===== src/rtl/fm_demod_param.sv =====
// FM cross-product discriminator with saturated output stream and per-window
// peak-deviation / positive zero-crossing measurement.
module fm_demod_param #(
  parameter int unsigned DW       = 16,
  parameter int unsigned OW       = 16,
  parameter int unsigned SHIFT    = 14,
  parameter int unsigned WIN_LOG2 = 20,
  parameter int unsigned HYST     = 4
) (
  input  logic                 clk,
  input  logic                 rst,
  input  logic                 en,
  input  logic                 mode,
  input  logic                 i_valid,
  input  logic signed [DW-1:0] i_data_i,
  input  logic signed [DW-1:0] i_data_q,
  output logic                 o_rdy,
  output logic signed [OW-1:0] o_data,
  output logic                 o_sat,
  output logic                 o_meas_valid,
  output logic signed [OW-1:0] o_dev_peak,
  output logic [WIN_LOG2:0]    o_zc_cnt
);

  localparam int unsigned PW    = 2 * DW;
  localparam int unsigned DiffW = PW + 1;
  localparam logic signed [OW:0] HystP = (OW+1)'(HYST);
  localparam logic signed [OW:0] HystN = -HystP;

  typedef enum logic {StIdle, StRun} state_e;

  state_e state_q, state_d;
  logic   prime, accept;

  always_comb begin
    state_d = state_q;
    prime   = 1'b0;
    accept  = 1'b0;
    if (!en) begin
      state_d = StIdle;
    end else if (i_valid) begin
      unique case (state_q)
        StIdle: begin
          prime   = 1'b1;
          state_d = StRun;
        end
        StRun:   accept = 1'b1;
        default: state_d = StIdle;
      endcase
    end
  end

  logic signed [DW-1:0]    last_i_q, last_q_q;
  logic signed [DW-1:0]    prev_i_q, prev_q_q, cur_i_q, cur_q_q;
  logic                    s1_v_q, s2_v_q, s3_v_q;
  logic signed [PW-1:0]    p1_q, p2_q;
  logic signed [DiffW-1:0] diff, diff_m, s3_q;

  always_comb begin
    diff   = DiffW'(p1_q) - DiffW'(p2_q);
    diff_m = mode ? -diff : diff;
  end

  // last_* always holds the most recent accepted sample so the next one can pair with it.
  always_ff @(posedge clk) begin
    if (rst) begin
      state_q  <= StIdle;
      last_i_q <= '0;
      last_q_q <= '0;
      prev_i_q <= '0;
      prev_q_q <= '0;
      cur_i_q  <= '0;
      cur_q_q  <= '0;
      s1_v_q   <= 1'b0;
      s2_v_q   <= 1'b0;
      s3_v_q   <= 1'b0;
      p1_q     <= '0;
      p2_q     <= '0;
      s3_q     <= '0;
    end else begin
      state_q <= state_d;
      if (!en) begin
        s1_v_q <= 1'b0;
        s2_v_q <= 1'b0;
        s3_v_q <= 1'b0;
      end else begin
        s1_v_q <= accept;
        s2_v_q <= s1_v_q;
        s3_v_q <= s2_v_q;
        if (prime || accept) begin
          last_i_q <= i_data_i;
          last_q_q <= i_data_q;
        end
        if (accept) begin
          prev_i_q <= last_i_q;
          prev_q_q <= last_q_q;
          cur_i_q  <= i_data_i;
          cur_q_q  <= i_data_q;
        end
        if (s1_v_q) begin
          p1_q <= PW'(prev_i_q) * PW'(cur_q_q);
          p2_q <= PW'(prev_q_q) * PW'(cur_i_q);
        end
        if (s2_v_q) begin
          s3_q <= diff_m >>> SHIFT;
        end
      end
    end
  end

  // In range iff every bit from the OW-1 position upward equals the sign bit.
  logic [DiffW-OW:0]    s3_top;
  logic                 ovf;
  logic signed [OW-1:0] sat_val;

  assign s3_top  = s3_q[DiffW-1:OW-1];
  assign ovf     = !((&s3_top) || !(|s3_top));
  assign sat_val = s3_q[DiffW-1] ? {1'b1, {(OW-1){1'b0}}} : {1'b0, {(OW-1){1'b1}}};

  always_ff @(posedge clk) begin
    if (rst) begin
      o_rdy  <= 1'b0;
      o_data <= '0;
      o_sat  <= 1'b0;
    end else if (!en) begin
      o_rdy <= 1'b0;
    end else begin
      o_rdy <= s3_v_q;
      if (s3_v_q) begin
        o_data <= ovf ? sat_val : s3_q[OW-1:0];
        o_sat  <= ovf;
      end
    end
  end

  logic [WIN_LOG2-1:0]  win_cnt_q;
  logic signed [OW-1:0] max_q, min_q, max_n, min_n;
  logic [WIN_LOG2:0]    zc_q, zc_n;
  logic                 hyst_high_q;
  logic                 win_first, win_last, rise, fall;
  logic signed [OW:0]   data_x, span;

  always_comb begin
    win_first = (win_cnt_q == '0);
    win_last  = &win_cnt_q;
    data_x    = {o_data[OW-1], o_data};
    max_n     = (win_first || (o_data > max_q)) ? o_data : max_q;
    min_n     = (win_first || (o_data < min_q)) ? o_data : min_q;
    rise      = !hyst_high_q && (data_x > HystP);
    fall      = hyst_high_q && (data_x < HystN);
    zc_n      = zc_q + (WIN_LOG2+1)'(rise);
    span      = {max_n[OW-1], max_n} - {min_n[OW-1], min_n};
  end

  always_ff @(posedge clk) begin
    if (rst) begin
      win_cnt_q    <= '0;
      max_q        <= '0;
      min_q        <= '0;
      zc_q         <= '0;
      hyst_high_q  <= 1'b0;
      o_meas_valid <= 1'b0;
      o_dev_peak   <= '0;
      o_zc_cnt     <= '0;
    end else if (!en) begin
      win_cnt_q    <= '0;
      max_q        <= '0;
      min_q        <= '0;
      zc_q         <= '0;
      hyst_high_q  <= 1'b0;
      o_meas_valid <= 1'b0;
    end else begin
      o_meas_valid <= 1'b0;
      if (o_rdy) begin
        win_cnt_q <= win_cnt_q + WIN_LOG2'(1);
        max_q     <= max_n;
        min_q     <= min_n;
        if (rise) begin
          hyst_high_q <= 1'b1;
        end else if (fall) begin
          hyst_high_q <= 1'b0;
        end
        if (win_last) begin
          o_meas_valid <= 1'b1;
          o_dev_peak   <= span[OW:1];
          o_zc_cnt     <= zc_n;
          zc_q         <= '0;
        end else begin
          zc_q <= zc_n;
        end
      end
    end
  end

endmodule


===== config.mk =====
export PLATFORM = sky130hd
export DESIGN_NAME = fm_demod_param
export DESIGN_NICKNAME = d
export VERILOG_FILES = /design/src/rtl/fm_demod_param.sv
export SDC_FILE = /design/constraint.sdc
export NUM_CORES = 2
export LEC_CHECK = 0
export ABC_AREA = 1
export ABC_CLOCK_PERIOD_IN_PS = 6750
export CAP_MARGIN = 5
export CORE_MARGIN = 2
export CORE_UTILIZATION = 35
export DETAILED_ROUTE_END_ITERATION = 10
export HOLD_SLACK_MARGIN = 0.03
export PLACE_DENSITY = 0.52
export SYNTH_ARGS = -nofsm -noshare
export SYNTH_HDL_FRONTEND = slang
export SYNTH_SLANG_ARGS = --single-unit

===== constraint.sdc =====
create_clock -name clk -period 6.75 [get_ports clk]
set_clock_uncertainty 0.15 [all_clocks]
set_input_delay 1.35 -clock clk [delete_from_list [all_inputs] [get_ports clk]]
set_output_delay 1.35 -clock clk [all_outputs]
set_load 0.1 [all_outputs]

==> run metrics <==
status=complete, no violations; total power=0.00483 W; Slowest-stage cell, CP=dfxtp_1; most used cell, CP=fa_1; CP Buf/Inv Count=3; Syn Inst Count=5026; synthesized area=36800 um2; Synthesis Warnings=0; Clock Tree Buf Depth=3; most common cell in the netlist=inv_1; post-CTS setup buffer count=0; CTS tree=done; Die Wd=328 um; HP Class=register to register; Setup violations, final=0; leakage=22.4 nW; Pwr Density=119 nW/um2; largest net degree at the start of global routing=112; Setup TNS=0 ns; Worst-path clk slew=0.06 ns; fmax=156 MHz; max cap viols=0; Seq/Total Area, Yosys=17.0%; IO Count=93; hold_buf cts=0; post-route ant nets=0; post-layout minimum cycle time=6.40 ns; I/O Buffers=92; Remaining Overflow, GRT=0; Synth top area share=28.6%; GP Congestion=0.888; crit-path cells=nor2_1 -> fa_1 -> fa_1 -> fa_1 -> fa_1 -> fa_1 -> inv_1 -> fa_1 -> inv_1 -> ha_1 -> a21oi_1 -> o21ai_0 -> a21oi_1 -> nand3_1 -> nand3_1 -> nand2_1 -> a211oi_1 -> xor2_1 -> o21ai_0 -> inv_1; CTS Root Buffer Type=clkbuf_16; Async SR Flop Fraction=0%; CTS Sinks=313; via count=29970; flops & latches, synth=313; Max IR drop VDD=0.183 mV; dominant cell type by area after synthesis=fa_1; Yosys cell types=48; share of post-route cells with drive strength above 1=4.05%; Synthesized Nets=5835; First-pass DRT Iterations=5; Post-synth EDFFs=0; number of CTS-inserted buffers=41; Via density=4.66; Max Slew Vio Count=0; fin crit share=94.9%; Critical Path RT=7.08 ns; Post-Route WL=101 mm; Core Region=104000 um2; critical path capture point type=register; Top Family by Delay on Critical Path=adder cells; pin slew with the least headroom to its limit=1.22 ns; Initial Util=35.4%; Post-DP Area=39300 um2; Startpoint Class=register; vias in the first global route=31154; total track usage=19.4%; crit path kind=register to register; Critical Path Max Stage Delay=0.85 ns; initial antenna violation count=1; FP Rows=118; DR iter-0 viols=1515; Final Instance Area=40700 um2; CP max FO=17; drt drc=0; die area=108000 um2; global-route wire length before repair=167 mm; WL/cell=15.7 um; H-tree depth=2; hpwl dp=82.7 mm; final hold viol count=0; Most used DFF post-synth=dfxtp_1; die height=328 um; crit path DAT=6.73 ns; Rel. slew slack=18.4%; RSZ-0062 raised after global routing=no; Area growth, synth to finish=10.5%; post_cts resized=0; Mapped Avg Cell Area=7.32 um2; synth cell count leaders=inv_1, nand2_1, fa_1, nor2_1, dfxtp_1; worst skew pair latency=0.58 ns; Final nets=5837; main area contributors after synthesis=fa_1, dfxtp_1, inv_1; WHS=0.318 ns
path summary, 6_finish.rpt:
kind                                 start               endpoint  slack, ns  cells past startpoint
hold reg to reg      zc_q[11]$_SDFFE_PP0P_  zc_q[11]$_SDFFE_PP0P_       0.32                      2
setup / recovery  prev_i_q[5]$_SDFFE_PP0P_  p1_q[31]$_SDFFE_PP0P_       0.35                     20
hold / removal       zc_q[11]$_SDFFE_PP0P_  zc_q[11]$_SDFFE_PP0P_       0.32                      2
setup reg to reg  prev_i_q[5]$_SDFFE_PP0P_  p1_q[31]$_SDFFE_PP0P_       0.35                     20
worst register-to-register path, delay by kind of cell (launching register included):
kind	cells	cell delay (ns)
adders and majority gates	7	3.51
DFF	1	0.85
AOI/OAI and AO/OA	5	1.04
buffers and inverters	3	0.14
and+or+nand+nor	4	0.52
xor gates and xnor gates	1	0.09
cell families after synthesis:
family / Yosys count / synth area share [%]
buf+inv: 1466 / 15.0
flops: 313 / 17.0
compound gates: 646 / 9.56
fa+ha+maj: 772 / 37.0
simple gates: 1722 / 18.8
xor+xnor: 107 / 2.62
cells in the final DEF (no fill, tap or decap), types with 10 or more instances in the layout:
cell type / count
a211oi_1: 10
a21oi_1: 240
a221oi_1: 16
a31oi_1: 15
buf_4: 88
clkbuf_16: 42
clkbuf_8: 10
clkdlybuf4s50_1: 91
dfxtp_1: 310
fa_1: 526
ha_1: 246
inv_1: 1228
inv_2: 10
nand2_1: 1071
nand3_1: 128
nand4_1: 36
nor2_1: 402
nor3_1: 35
nor4_1: 12
o211ai_1: 23
o21ai_0: 276
o21ai_1: 19
o21bai_1: 10
xnor2_1: 45
xor2_1: 60
power by group:
group	leakage (nW)	switching (W)	internal [W]
Combinational	19.2	0.000437	0.000203
Sequential	2.53	0.0000373	0.00187
Clock	0.686	0.000917	0.00136
Total	22.4	0.00139	0.00344
flip-flops by register name (all words and copies together), names as in the netlist, 19 cells and up:
| register | cells |
|---|---|
| s3_q | 19 |
| zc_q | 21 |
| p1_q | 32 |
| p2_q | 32 |
| win_cnt_q | 20 |
| o_zc_cnt | 21 |
cell type report:
type	count	area, um2
fill	11060	63300
multi-input combinational	3247	25000
sequential	313	6270
inverter	1244	4670
tap	1380	1730
timing repair buffer	181	1600
clock buffer	57	1210
clock inverter	14	171
antenna	1	2.50
metrics by stage:
step           utilization [%]  cells  setup slack, ns
5_1_grt                   39.1   6436          0.00255
4_1_cts                   39.1   6436            0.312
3_5_place_dp              37.8   6365            0.336
6_report                  39.1   6437            0.348
2_1_floorplan                -   5026            0.221
3_3_place_gp              37.8   6365            0.386
metal layers:
layer,up-vias,GRT usage [%],wire (um),share of wire [%]
li1,15040,-,-,-
met1,14335,25.8,47100,47
met2,472,33.4,48100,47
met3,123,2.41,3710,3.7
met4,0,4.51,2420,2.4
met5,-,0,0,0
Note: power is estimated with default switching activity, not from simulation.
